$ cat config.mk
export PLATFORM = sky130hd
export DESIGN_NAME = div_unit_flat
export DESIGN_NICKNAME = d
export VERILOG_FILES = /design/src/rtl/div_unit_if.sv /design/src/rtl/div_unit.sv /design/src/flat_wrapper.sv
export SDC_FILE = /design/constraint.sdc
export NUM_CORES = 1
export LEC_CHECK = 0
export BUFFER_PORTS_ARGS = -buffer_cell sky130_fd_sc_hd__buf_4
export CAP_MARGIN = 5
export CORE_ASPECT_RATIO = 1.2
export CORE_MARGIN = 1
export CORE_UTILIZATION = 50
export DETAILED_ROUTE_END_ITERATION = 10
export PLACE_DENSITY = 0.8
export SLEW_MARGIN = 15
export SYNTH_ARGS = -nofsm -noshare
export SYNTH_HDL_FRONTEND = slang
export SYNTH_SLANG_ARGS = --single-unit
$ cat constraint.sdc
create_clock -name clk -period 6.1 [get_ports clk]
set_clock_uncertainty 0.1 [all_clocks]
set_input_delay 0.915 -clock clk [delete_from_list [all_inputs] [get_ports clk]]
set_output_delay 0.915 -clock clk [all_outputs]
set_load 0.01 [all_outputs]
$ cat src/rtl/div_unit_if.sv
`default_nettype none
// ============================================================================
// Module   : div_unit_if
// Purpose  : Request/result bundle between the execute stage and div_unit.
// Revision : 1.0 - initial release
// ============================================================================
interface div_unit_if;
  logic        div_en;
  logic        div_signed;
  logic [31:0] div_src1;
  logic [31:0] div_src2;
  logic        exc_flush;
  logic        div_block;
  logic        div_done;
  logic [31:0] div_lo;
  logic [31:0] div_hi;

  modport master (
    output div_en, div_signed, div_src1, div_src2, exc_flush,
    input  div_block, div_done, div_lo, div_hi
  );

  modport slave (
    input  div_en, div_signed, div_src1, div_src2, exc_flush,
    output div_block, div_done, div_lo, div_hi
  );
endinterface
`default_nettype wire

$ cat src/rtl/div_unit.sv
`default_nettype none
// ============================================================================
// Module   : div_unit
// Purpose  : 32-bit signed/unsigned restoring divider, one quotient bit per
//            cycle. Optional macro DIV_ZERO_FAST_EN short-cuts divide-by-zero.
// Revision : 1.0 - initial release
// ============================================================================
module div_unit (
  input  wire logic  clk,
  input  wire logic  reset,
  div_unit_if.slave  div_if
);

  typedef enum logic [1:0] {
    S_IDLE = 2'd0,
    S_CALC = 2'd1,
    S_DONE = 2'd2
  } state_t;

  state_t      r_state;
  state_t      w_next;
  logic [4:0]  r_cnt;
  logic [63:0] r_rem;
  logic [31:0] r_dvsr;
  logic        r_q_neg;
  logic        r_r_neg;
  logic [31:0] r_lo;
  logic [31:0] r_hi;

  logic        w_start;
  logic        w_step;
  logic        w_load;
  logic        w_zero;
  logic [31:0] w_abs1;
  logic [31:0] w_abs2;
  logic [64:0] w_shift;
  logic [32:0] w_trial;
  logic [63:0] w_rem_nxt;
  logic [31:0] w_q_fin;
  logic [31:0] w_r_fin;
  logic [31:0] w_lo_nxt;
  logic [31:0] w_hi_nxt;

  assign w_abs1 = (div_if.div_signed && div_if.div_src1[31]) ?
                  (~div_if.div_src1 + 32'd1) : div_if.div_src1;
  assign w_abs2 = (div_if.div_signed && div_if.div_src2[31]) ?
                  (~div_if.div_src2 + 32'd1) : div_if.div_src2;
  assign w_zero = (div_if.div_src2 == 32'd0);

  // Upper half is the partial remainder, lower half shifts dividend out and
  // quotient bits in. Bit 64 of the shift keeps the trial compare exact.
  assign w_shift   = {r_rem, 1'b0};
  assign w_trial   = w_shift[64:32] - {1'b0, r_dvsr};
  assign w_rem_nxt = w_trial[32] ? w_shift[63:0]
                                 : {w_trial[31:0], w_shift[31:1], 1'b1};

  assign w_q_fin = r_q_neg ? (~w_rem_nxt[31:0]  + 32'd1) : w_rem_nxt[31:0];
  assign w_r_fin = r_r_neg ? (~w_rem_nxt[63:32] + 32'd1) : w_rem_nxt[63:32];

  always_comb begin
    w_next   = r_state;
    w_start  = 1'b0;
    w_step   = 1'b0;
    w_load   = 1'b0;
    w_lo_nxt = w_q_fin;
    w_hi_nxt = w_r_fin;
    case (r_state)
      S_IDLE: begin
        if (div_if.div_en && !div_if.exc_flush) begin
          w_start = 1'b1;
`ifdef DIV_ZERO_FAST_EN
          if (w_zero) begin
            w_next   = S_DONE;
            w_load   = 1'b1;
            w_lo_nxt = 32'hFFFF_FFFF;
            w_hi_nxt = div_if.div_src1;
          end else begin
            w_next = S_CALC;
          end
`else
          w_next = S_CALC;
`endif
        end
      end
      S_CALC: begin
        // Dropping div_en mid-operation is an abort, same as a flush.
        if (div_if.exc_flush || !div_if.div_en) begin
          w_next = S_IDLE;
        end else begin
          w_step = 1'b1;
          if (r_cnt == 5'd31) begin
            w_next = S_DONE;
            w_load = 1'b1;
          end
        end
      end
      S_DONE:  w_next = S_IDLE;
      default: w_next = S_IDLE;
    endcase
  end

  always_ff @(posedge clk) begin
    if (reset) begin
      r_state <= S_IDLE;
      r_cnt   <= 5'd0;
      r_rem   <= 64'd0;
      r_dvsr  <= 32'd0;
      r_q_neg <= 1'b0;
      r_r_neg <= 1'b0;
      r_lo    <= 32'd0;
      r_hi    <= 32'd0;
    end else begin
      r_state <= w_next;
      if (w_start) begin
        r_rem   <= {32'd0, w_abs1};
        r_dvsr  <= w_abs2;
        // Zero divisor keeps the all-ones quotient unnegated.
        r_q_neg <= div_if.div_signed & (div_if.div_src1[31] ^ div_if.div_src2[31]) & ~w_zero;
        r_r_neg <= div_if.div_signed & div_if.div_src1[31];
        r_cnt   <= 5'd0;
      end else if (w_step) begin
        r_rem <= w_rem_nxt;
        r_cnt <= r_cnt + 5'd1;
      end
      if (w_load) begin
        r_lo <= w_lo_nxt;
        r_hi <= w_hi_nxt;
      end
    end
  end

  assign div_if.div_block = div_if.div_en && (r_state != S_DONE);
  assign div_if.div_done  = (r_state == S_DONE) && !div_if.exc_flush;
  assign div_if.div_lo    = r_lo;
  assign div_if.div_hi    = r_hi;

endmodule
`default_nettype wire
$ cat src/flat_wrapper.sv
// flat-port wrapper written by rule: the top's interface ports become plain ports
module div_unit_flat 
  (clk, reset, div_if_div_en, div_if_div_signed, div_if_div_src1, div_if_div_src2, div_if_exc_flush, div_if_div_block, div_if_div_done, div_if_div_lo, div_if_div_hi);
  div_unit_if div_if_i ();
  input  wire logic clk;
  input  wire logic reset;
  input wire logic [$bits(div_if_i.div_en)-1:0] div_if_div_en;
  input wire logic [$bits(div_if_i.div_signed)-1:0] div_if_div_signed;
  input wire logic [$bits(div_if_i.div_src1)-1:0] div_if_div_src1;
  input wire logic [$bits(div_if_i.div_src2)-1:0] div_if_div_src2;
  input wire logic [$bits(div_if_i.exc_flush)-1:0] div_if_exc_flush;
  output wire logic [$bits(div_if_i.div_block)-1:0] div_if_div_block;
  output wire logic [$bits(div_if_i.div_done)-1:0] div_if_div_done;
  output wire logic [$bits(div_if_i.div_lo)-1:0] div_if_div_lo;
  output wire logic [$bits(div_if_i.div_hi)-1:0] div_if_div_hi;
  assign div_if_i.div_en = div_if_div_en;
  assign div_if_i.div_signed = div_if_div_signed;
  assign div_if_i.div_src1 = div_if_div_src1;
  assign div_if_i.div_src2 = div_if_div_src2;
  assign div_if_i.exc_flush = div_if_exc_flush;
  assign div_if_div_block = div_if_i.div_block;
  assign div_if_div_done = div_if_i.div_done;
  assign div_if_div_lo = div_if_i.div_lo;
  assign div_if_div_hi = div_if_i.div_hi;
  div_unit u_core (.clk(clk), .reset(reset), .div_if(div_if_i));
endmodule
==> reports/summary.txt, run 1 <==
status: finished, final reports clean
prevailing post-synth register cell: dfxtp_1
met2 routed WL: 17.1 mm
Critical Path Fanout Max: 25
total iterations of the first detailed-routing run: 5
post-synth cell types: 84
RSZ-0062 raised after global routing: no
Synth top area share: 28.6%
clk buf depth: 2
IO Pins: 135
# DRC: 0
Initial DRC Count: 806
Post-synth EDFFs: 0
Site Rows: 61
Die W: 142 um
GRT Residual Overflow: 0
Max Transition Viols Final: 0
area of the die: 24300 um2
largest net degree at the start of global routing: 93
H-tree Lvls: 4
PD cells: 209 nW/um2
vias in the first global route: 11000
CTS resizes: 0
wirelength, routed: 33.2 mm
startpoint types: register
antenna-violating nets left: 0
wire length on met3: 1.39 mm
per-cell routed wire length: 16.7 um
total vias in the final route: 11700
largest cells by area after synthesis: dfxtp_1 (29%), nand2_1 (7.9%), a21oi_1 (5.9%), nor2_1 (5.6%), xor2_1 (4.9%)
Top Metal Used: met4
share of cells above drive strength 1: 13.9%
max_slew headroom: 26.7%
Fill cells: 2214
FF+latch count, synth: 169
port bufs: 134
Syn Inst Count: 1588
first-pass GRT wire length: 53.8 mm
largest area contributor in the netlist: dfxtp_1
CTS root buffer: clkbuf_16
Crit. End Element: register
Nets: 1766
GP Congestion: 0.973
worst hold path type: register to register
Crit Path Class: register to register
fmax: 210 MHz
Initial Util: 51.0%
cts hold-fix bufs: 0
commonest non-fill, non-tap cell in the layout: nand2_1
register area share after synthesis: 28.6%
async set-reset flop share out of synthesis: 0%
CP arrival: 5.04 ns
leakage power: 0.00520 uW
clock sink count: 169
Die H: 170 um
wl on met1: 13.0 mm
Max Cap Viol: 0
area grow syn2layout: 14.0%
TritonCTS clock tree: built
via/cell ratio: 5.87
Post-Syn Nets: 1696
CTS Buf Count: 17
syn avg cell area: 7.45 um2
Post-CTS Setup Bufs: 0
Mapped Area: 11800 um2
clk_lat worst skew: 0.46 ns
worst slew pin tran: 1.10 ns
initial antenna violation count: 0
HPWL after detailed placement: 24.9 mm
YS warnings: 0
Worst VDD drop: 0.000176 V
Global Route Usage Sum: 27.9%
Setup Viol. Count Final: 0
commonest non-fill, non-tap cells in the layout: nand2_1 (249), nor2_1 (177), dfxtp_1 (168)
clock slew at reported path FFs: 0.08 ns
crit path time final: 4.77 ns
core area: 23200 um2
period utilization: 78.2%
Inserted Diodes: 0
Fin Setup TNS: 0 ns
Fin Hold WS: 0.357 ns
Worst Path Required: 6.37 ns
Final Hold Fails: 0
==> synth_stat cells (all sizes together), types with 14 or more instances <==
| cell type | number |
|---|---|
| nand2 | 252 |
| nor4 | 16 |
| inv | 53 |
| or3 | 23 |
| a211oi | 63 |
| a31oi | 16 |
| nor3 | 30 |
| buf | 19 |
| dfxtp | 169 |
| nor2 | 179 |
| o31ai | 20 |
| clkbuf | 73 |
| ha | 38 |
| a21oi | 144 |
| xnor2 | 57 |
| nand3 | 27 |
| a22oi | 25 |
| o41ai | 14 |
| xor2 | 66 |
| mux2i | 20 |
| a21o | 19 |
| or4 | 14 |
| o21ai | 112 |
==> path summary, 6_finish.rpt <==
| path | startpoint | to | slack [ns] | cells past startpoint |
|---|---|---|---|---|
| worst min-delay path | u_core.div_if.div_hi[13]$_SDFFE_PP0P_ | u_core.div_if.div_hi[13]$_SDFFE_PP0P_ | 0.36 | 2 |
| worst max-delay path | u_core.r_rem[31]$_SDFFE_PP0P_ | u_core.div_if.div_hi[28]$_SDFFE_PP0P_ | 1.33 | 20 |
| worst max register to register | u_core.r_rem[31]$_SDFFE_PP0P_ | u_core.div_if.div_hi[28]$_SDFFE_PP0P_ | 1.33 | 20 |
| worst min register to register | u_core.div_if.div_hi[13]$_SDFFE_PP0P_ | u_core.div_if.div_hi[13]$_SDFFE_PP0P_ | 0.36 | 2 |
==> state kept, by name, summed over array words and instances, names as in the netlist <==
signal                flops
u_core.div_if.div_hi     32
u_core.r_r_neg            1
u_core.div_if.div_lo     32
u_core.r_rem             64
u_core.r_state            2
u_core.r_q_neg            1
u_core.r_dvsr            32
u_core.r_cnt              5
==> where the power goes <==
part	total [uW]	leakage (uW)	switching [uW]	internal, uW
combinational	535	0.00353	335	200
sequential	1160	0.00137	25.8	1130
clock	1130	0.000304	565	567
total	2820	0.00520	927	1900
==> per-layer routing <==
layer,up-vias,track usage [%]
li1,5786,-
met1,5397,30.6
met2,362,51.2
met3,117,3.86
met4,0,15.7
met5,-,0
==> per-stage QoR <==
step	total power, uW	worst slack (ns)	instances	cell area (um2)	utilization, %
finish	2820	1.33	1986	13500	58.1
global route	2940	1.01	1986	13500	58.1
CTS	2830	1.42	1986	13500	58.1
detailed placement	1710	1.48	1954	12900	55.4
global placement	1700	1.65	1954	12900	55.4
floorplan	1560	1.79	1588	11800	-
==> worst max-delay path, stage by stage, from the launching register on <==
cell	delay [ns]
dfxtp_1	0.33
inv_1	0.08
ha_1	0.16
inv_1	0.05
fa_1	0.42
a211oi_2	0.25
o21ai_2	0.16
o21ai_2	0.29
a21oi_4	0.11
o21a_2	0.27
nor2_4	0.48
inv_4	0.23
nand2_1	0.11
o21ai_0	0.16
inv_1	0.10
ha_1	0.22
inv_1	0.17
nor3_4	0.38
nand2_4	0.09
or3_1	0.34
a31oi_1	0.16
==> final cells by class <==
| cell class | instances | area [um2] | share of cell area, % |
|---|---|---|---|
| flip-flops and latches | 169 | 3380 | 25.1 |
| well taps | 315 | 394 | 2.92 |
| multi-input cells | 1273 | 7790 | 57.8 |
| repair buffers | 143 | 1070 | 7.96 |
| clock inverters | 15 | 206 | 1.53 |
| inverters | 54 | 205 | 1.52 |
| clock buffers | 17 | 425 | 3.16 |
==> cells by family (layout without fill, tap and decap cells) <==
group | Yosys count | in the layout | synth area share, %
flip-flops | 169 | 169 | 28.6
AND/OR/NAND/NOR | 619 | 619 | 24.1
adder cells (fa/ha/maj) | 39 | 39 | 4.19
buffers and inverters | 146 | 229 | 5.61
multiplexers | 31 | 31 | 2.74
XOR/XNOR | 123 | 123 | 9.11
AO/OA/AOI/OAI | 461 | 461 | 25.7
Power figures use the tool's default switching activity.
==> run 2: changes to the inputs <==
Clock period 6.1 ns to 4.4 ns, I/O delays scaled along.
==> reports/summary.txt, run 2 (same netlist as run 1, synthesis figures left out) <==
status: finished, final reports clean
Die W: 142 um (unchanged)
placed inst area: 12900 um2 (+0.76%)
Final Hold Fails: 0 (unchanged)
Worst Path Required: 4.67 ns (-1.70 ns)
final core occ: 58.5% (+0.38 points)
Global Route Usage Sum: 27.9% (about the same)
leakage power: 0.00524 uW (+0.75%)
Crit Path Class: register to register
max_slew headroom: 27.6% (+0.84 points)
crit path time final: 4.11 ns (-0.663 ns)
IO Pins: 135 (unchanged)
CTS root buffer: clkbuf_16
commonest non-fill, non-tap cell in the layout: nand2_1
met2 Usage GRT: 52.5% (+1.3 points)
first-pass GRT wire length: 53.7 mm (-0.22%)
Top cell by count, worst path: inv_1
Fill cells: 2197 (-0.77%)
Site Rows: 61 (unchanged)
CP arrival: 4.38 ns (-0.66 ns)
port bufs: 134 (unchanged)
max FFs per register: 64 (unchanged)
Initial DRC Count: 638 (-21%)
Int Pwr: 2610 uW (+38%)
Slowest cell on crit path: fa_1
worst reg2reg endpoint: u_core.div_if.div_hi[28]$_SDFFE_PP0P_
PD cells: 286 nW/um2 (+36%)
Max Cap Viol: 0 (unchanged)
core area: 23200 um2 (unchanged)
R2R setup slack: 0.29 ns (-1.04 ns)
clk buf depth: 2 (unchanged)
switching power total: 1260 uW (+36%)
switching part of the total: 32.5% (-0.31 points)
Seq pwr share: 41.4% (+0.5 points)
Max Transition Viols Final: 0 (unchanged)
HPWL after detailed placement: 25.0 mm (+0.14%)
clock slew at reported path FFs: 0.07 ns (about the same)
Worst VDD drop: 0.000224 V (+27%)
period utilization: 93.3% (+15 points)
Largest stage delay, worst path: 0.42 ns (-0.06 ns)
share of cells above drive strength 1: 14.5% (+0.58 points)
worst slew pin tran: 1.09 ns (-0.0125 ns)
antenna-violating nets left: 0 (unchanged)
Critical Path Fanout Max: 8 (-68%)
area of the die: 24300 um2 (unchanged)
via/cell ratio: 5.89 (+0.27%)
area occupied by registers: 3380 um2 (unchanged)
hold_sp: u_core.div_if.div_hi[4]$_SDFFE_PP0P_
H-tree Lvls: 4 (unchanged)
area grow syn2layout: 14.7%
initial antenna violation count: 0 (unchanged)
WHS Path Cells: 2 (unchanged)
GP Congestion: 0.922 (-5.2%)
commonest non-fill, non-tap cells in the layout: nand2_1 (249), nor2_1 (177), dfxtp_1 (168)
Die H: 170 um (unchanged)
Setup Viol. Count Final: 0 (unchanged)
worst-path cell chain: inv_1 -> ha_1 -> inv_1 -> fa_1 -> a211oi_2 -> o21ai_2 -> o21ai_4 -> a21oi_4 -> o21a_2 -> nor2_4 -> mux2i_2 -> ha_1 -> inv_1 -> nor3_4 -> nand2_4 -> or3_1 -> a31oi_1
gr busiest metal: met2
clock sink count: 169 (unchanged)
Fin Setup TNS: 0 ns (unchanged)
GRT Residual Overflow: 0 (unchanged)
wirelength, routed: 33.5 mm (+1.0%)
area of the multi-input gates: 7820 um2 (+0.29%)
clk_lat worst skew: 0.45 ns (about the same)
total iterations of the first detailed-routing run: 5 (unchanged)
per-cell routed wire length: 16.8 um (+0.59%)
R2R cell count: 17 (-15%)
TritonCTS clock tree: built
vias in the first global route: 11100 (+0.50%)
Initial Util: 51.0% (unchanged)
fmax: 243 MHz (+16%)
total vias in the final route: 11700 (+0.73%)
RSZ-0062 raised after global routing: no
# DRC: 0 (unchanged)
met3 Use GR: 3.83% (-0.028 points)
Reg with most FFs: u_core.r_rem
Worst Hold End: u_core.div_if.div_hi[4]$_SDFFE_PP0P_
met1 Use GR: 29.7% (-0.91 points)
Crit. End Element: register
Nets: 1775 (+0.51%)
worst hold path type: register to register
Inserted Diodes: 0 (unchanged)
startpoint types: register
Clk pwr share: 39.2% (-0.9 points)
largest net degree at the start of global routing: 139 (+49%)
CTS Buf Count: 17 (unchanged)
Final Cell Area: 13600 um2 (+0.65%)
Comb pwr share: 19.4% (+0.4 points)
Worst R2R Start: u_core.r_rem[31]$_SDFFE_PP0P_
-- run 2: cell types whose count changed in the layout (fill, tap and decap cells not counted), sizes merged --
| cell | before | now |
|---|---|---|
| clkinvlp | 0 | 2 |
| clkinv | 9 | 6 |
| inv | 60 | 61 |
| buf | 143 | 152 |
-- run 2: power groups by stage --
stage,Sequential (uW),Clock [uW],Combinational [uW]
CTS,1600,1530,743
finish,1600,1520,753
global placement,1640,0,728
floorplan,1630,0,536
global route,1610,1600,825
detailed placement,1640,0,739
-- run 2: worst max-delay path, delay by kind of cell, from the launching register on --
kind                       cells  cell delay [ns]
DFF                            1             0.32
and+or+nand+nor                4             0.98
AOI/OAI and AO/OA              6             1.18
buffers and inverters          3             0.31
adders and majority gates      3             0.85
muxes                          1             0.30
-- run 2: cell type report --
type,count,share of cell area (%)
multi-input combinational,1273,57.6
sequential,169,24.9
timing repair buffer,152,8.69
clock buffer,17,3.13
tap,315,2.90
inverter,54,1.51
clock inverter,15,1.23
-- run 2: per-layer routing --
| metal | up-vias | part of all wire (%) |
|---|---|---|
| li1 | 5802 | - |
| met1 | 5499 | 39 |
| met2 | 348 | 52 |
| met3 | 98 | 4.0 |
| met4 | 0 | 5.0 |
| met5 | - | 0 |
-- run 2: repair_timing --
item	4_1_cts	5_1_grt
hold buffers	0	0
endpoints found under the setup margin	0	14
setup buffers	0	1
resized for setup	0	4
-- run 2: per-stage QoR --
stage | total power, uW | setup slack (ns) | hold WS (ns) | std cells
detailed placement | 2380 | 0.161 | 0.344 | 1962
CTS | 3880 | 0.132 | 0.354 | 1994
floorplan | 2160 | 0.0887 | 0.332 | 1588
global route | 4030 | 0.00859 | 0.374 | 1995
global placement | 2360 | 0.331 | 0.343 | 1962
finish | 3870 | 0.293 | 0.352 | 1995
-- run 2: worst max path at each step --
| stage | slack, ns | start | end |
|---|---|---|---|
| floorplan | 0.09 | u_core.r_rem[31]$_SDFFE_PP0P_ | u_core.div_if.div_hi[28]$_SDFFE_PP0P_ |
| global placement | 0.33 | u_core.r_rem[31]$_SDFFE_PP0P_ | u_core.div_if.div_hi[28]$_SDFFE_PP0P_ |
| detailed placement | 0.16 | u_core.r_rem[31]$_SDFFE_PP0P_ | u_core.div_if.div_hi[28]$_SDFFE_PP0P_ |
| CTS | 0.13 | u_core.r_rem[31]$_SDFFE_PP0P_ | u_core.div_if.div_hi[28]$_SDFFE_PP0P_ |
| global route | 0.009 | u_core.r_rem[31]$_SDFFE_PP0P_ | u_core.div_if.div_hi[28]$_SDFFE_PP0P_ |
| finish | 0.29 | u_core.r_rem[31]$_SDFFE_PP0P_ | u_core.div_if.div_hi[28]$_SDFFE_PP0P_ |
==> run 3: changes to the inputs <==
Settings changed: CORE_ASPECT_RATIO 1.2 to 0.9, HOLD_SLACK_MARGIN from default to 0.15, PLACE_DENSITY 0.8 to 0.76.
==> reports/summary.txt, run 3 (same netlist as run 1, synthesis figures left out) <==
Worst Setup SP: u_core.r_rem[31]$_SDFFE_PP0P_
Die H: 148 um (-13%)
final core occ: 58.2% (-0.24 points)
crit path time final: 4.15 ns (+0.0384 ns)
status: finished, final reports clean
Max Transition Viols Final: 0 (unchanged)
hold_sp: u_core.div_if.div_hi[15]$_SDFFE_PP0P_
pre-CTS setup slack: 0.196 ns (+0.0350 ns)
Final Hold Fails: 0 (unchanged)
Fin Setup TNS: 0 ns (unchanged)
H-tree Lvls: 4 (unchanged)
worst hold path type: register to register
Crit Path Class: register to register
GRT Residual Overflow: 0 (unchanged)
Critical Path Fanout Max: 7 (-1)
Inserted Diodes: 0 (unchanged)
Reg with most FFs: u_core.r_rem
clock sink count: 169 (unchanged)
met3 Use GR: 5.42% (+1.6 points)
HPWL after detailed placement: 26.8 mm (+7.6%)
commonest non-fill, non-tap cell in the layout: nand2_1
first-pass GRT wire length: 56.2 mm (+4.5%)
core area: 23300 um2 (+0.32%)
Worst R2R Start: u_core.r_rem[31]$_SDFFE_PP0P_
antenna-violating nets left: 0 (unchanged)
Fin Hold WS: 0.353 ns (+0.000765 ns)
leakage power: 0.00525 uW (about the same)
port bufs: 134 (unchanged)
area of the die: 24300 um2 (about the same)
startpoint types: register
total iterations of the first detailed-routing run: 5 (unchanged)
share of cells above drive strength 1: 14.5% (+0.042 points)
max FFs per register: 64 (unchanged)
IO Pins: 135 (unchanged)
RSZ-0062 raised after global routing: yes
area occupied by registers: 3380 um2 (unchanged)
worst slew pin tran: 1.10 ns (+0.0138 ns)
Worst VDD drop: 0.000285 V (+27%)
clock slew at reported path FFs: 0.07 ns (about the same)
period utilization: 94.2% (+0.87 points)
per-cell routed wire length: 18.1 um (+7.6%)
Initial DRC Count: 1163 (+82%)
vias in the first global route: 10400 (-6.4%)
Max Cap Viol: 0 (unchanged)
wirelength, routed: 35.9 mm (+7.0%)
Setup Viol. Count Final: 0 (unchanged)
# DRC: 0 (unchanged)
CTS root buffer: clkbuf_16
via/cell ratio: 5.99 (+1.8%)
max_slew headroom: 26.7% (-0.82 points)
Crit. End Element: register
fmax: 241 MHz (-0.93%)
Worst Path Required: 4.66 ns (about the same)
clk buf depth: 2 (unchanged)
total vias in the final route: 11900 (+1.2%)
CTS Buf Count: 17 (unchanged)
largest net degree at the start of global routing: 99 (-29%)
Die W: 164 um (+15%)
Setup WS post-layout: 0.255 ns (-0.0384 ns)
GP Congestion: 0.916 (-0.67%)
Initial Util: 50.8% (-0.16 points)
PD cells: 289 nW/um2 (+1.3%)
area of the multi-input gates: 7800 um2 (-0.14%)
Nets: 1777 (+0.11%)
area grow syn2layout: 14.6%
Power Total: 3920 uW (+1.2%)
met1 Use GR: 43.9% (+14 points)
TritonCTS clock tree: built
gr busiest metal: met1
initial antenna violation count: 1 (+1)
commonest non-fill, non-tap cells in the layout: nand2_1 (249), nor2_1 (177), dfxtp_1 (168)
CP arrival: 4.41 ns (+0.03 ns)
Fill cells: 2163 (-1.5%)
Site Rows: 53 (-13%)
met2 Usage GRT: 42.9% (-9.6 points)
Global Route Usage Sum: 29.4% (+1.5 points)
clk_lat worst skew: 0.44 ns (about the same)
run 3: cell types whose count changed in the layout (fill, tap and decap cells not counted), sizes merged:
cell    before  now
buf        152  154
bufinv       0    1
clkinv       6    4
clkbuf      17   19
inv         61   60
run 3: per-layer routing:
| layer | part of all wire (%) | wire, um | vias to the layer above |
|---|---|---|---|
| li1 | - | - | 5816 |
| met2 | 42 | 15200 | 492 |
| met3 | 8.4 | 3000 | 40 |
| met1 | 48 | 17000 | 5543 |
| met5 | 0 | 0 | - |
| met4 | 1.7 | 616 | 0 |
run 3: repair_timing:
item                       in CTS  in global routing
buffers inserted                0                  1
hold buffers                    0                  0
setup endpoints to repair       0                  6
gates resized for setup         0                  2
run 3: cell type report:
| type | count | share of cell area [%] |
|---|---|---|
| clock inverter | 13 | 1.11 |
| multi-input combinational | 1273 | 57.6 |
| sequential | 169 | 25.0 |
| clock buffer | 19 | 3.34 |
| timing repair buffer | 154 | 8.71 |
| tap | 302 | 2.79 |
| inverter | 54 | 1.51 |
run 3: path summary, 6_finish.rpt:
kind                                                end  slack (ns)  cells after the start
hold reg to reg   u_core.div_if.div_hi[15]$_SDFFE_PP0P_        0.35                      2
hold / removal    u_core.div_if.div_hi[15]$_SDFFE_PP0P_        0.35                      2
setup / recovery  u_core.div_if.div_hi[23]$_SDFFE_PP0P_        0.25                     17
setup reg to reg  u_core.div_if.div_hi[23]$_SDFFE_PP0P_        0.25                     17
run 3: through the flow:
step	instance area, um2	cells
final	13600	1984
after global routing	13600	1984
after CTS	13500	1983
after detailed placement	12900	1951
after global placement	12900	1951
after floorplan	11800	1588
run 3: power by group:
group,switching (uW),total [uW],internal [uW]
clock network,714,1550,836
logic,473,758,285
registers,47.7,1610,1570
run 3: worst max-delay path, cell delays in order, from the launching register on:
cell,delay [ns]
dfxtp_1,0.33
inv_1,0.08
ha_1,0.17
inv_1,0.05
fa_1,0.42
a211oi_2,0.23
o21ai_2,0.11
buf_4,0.17
o21ai_1,0.16
nand2_1,0.14
or4_1,0.47
a2111oi_2,0.38
a31oi_1,0.23
buf_4,0.21
nor2_1,0.32
nand3_1,0.16
a21o_1,0.21
a31oi_1,0.14
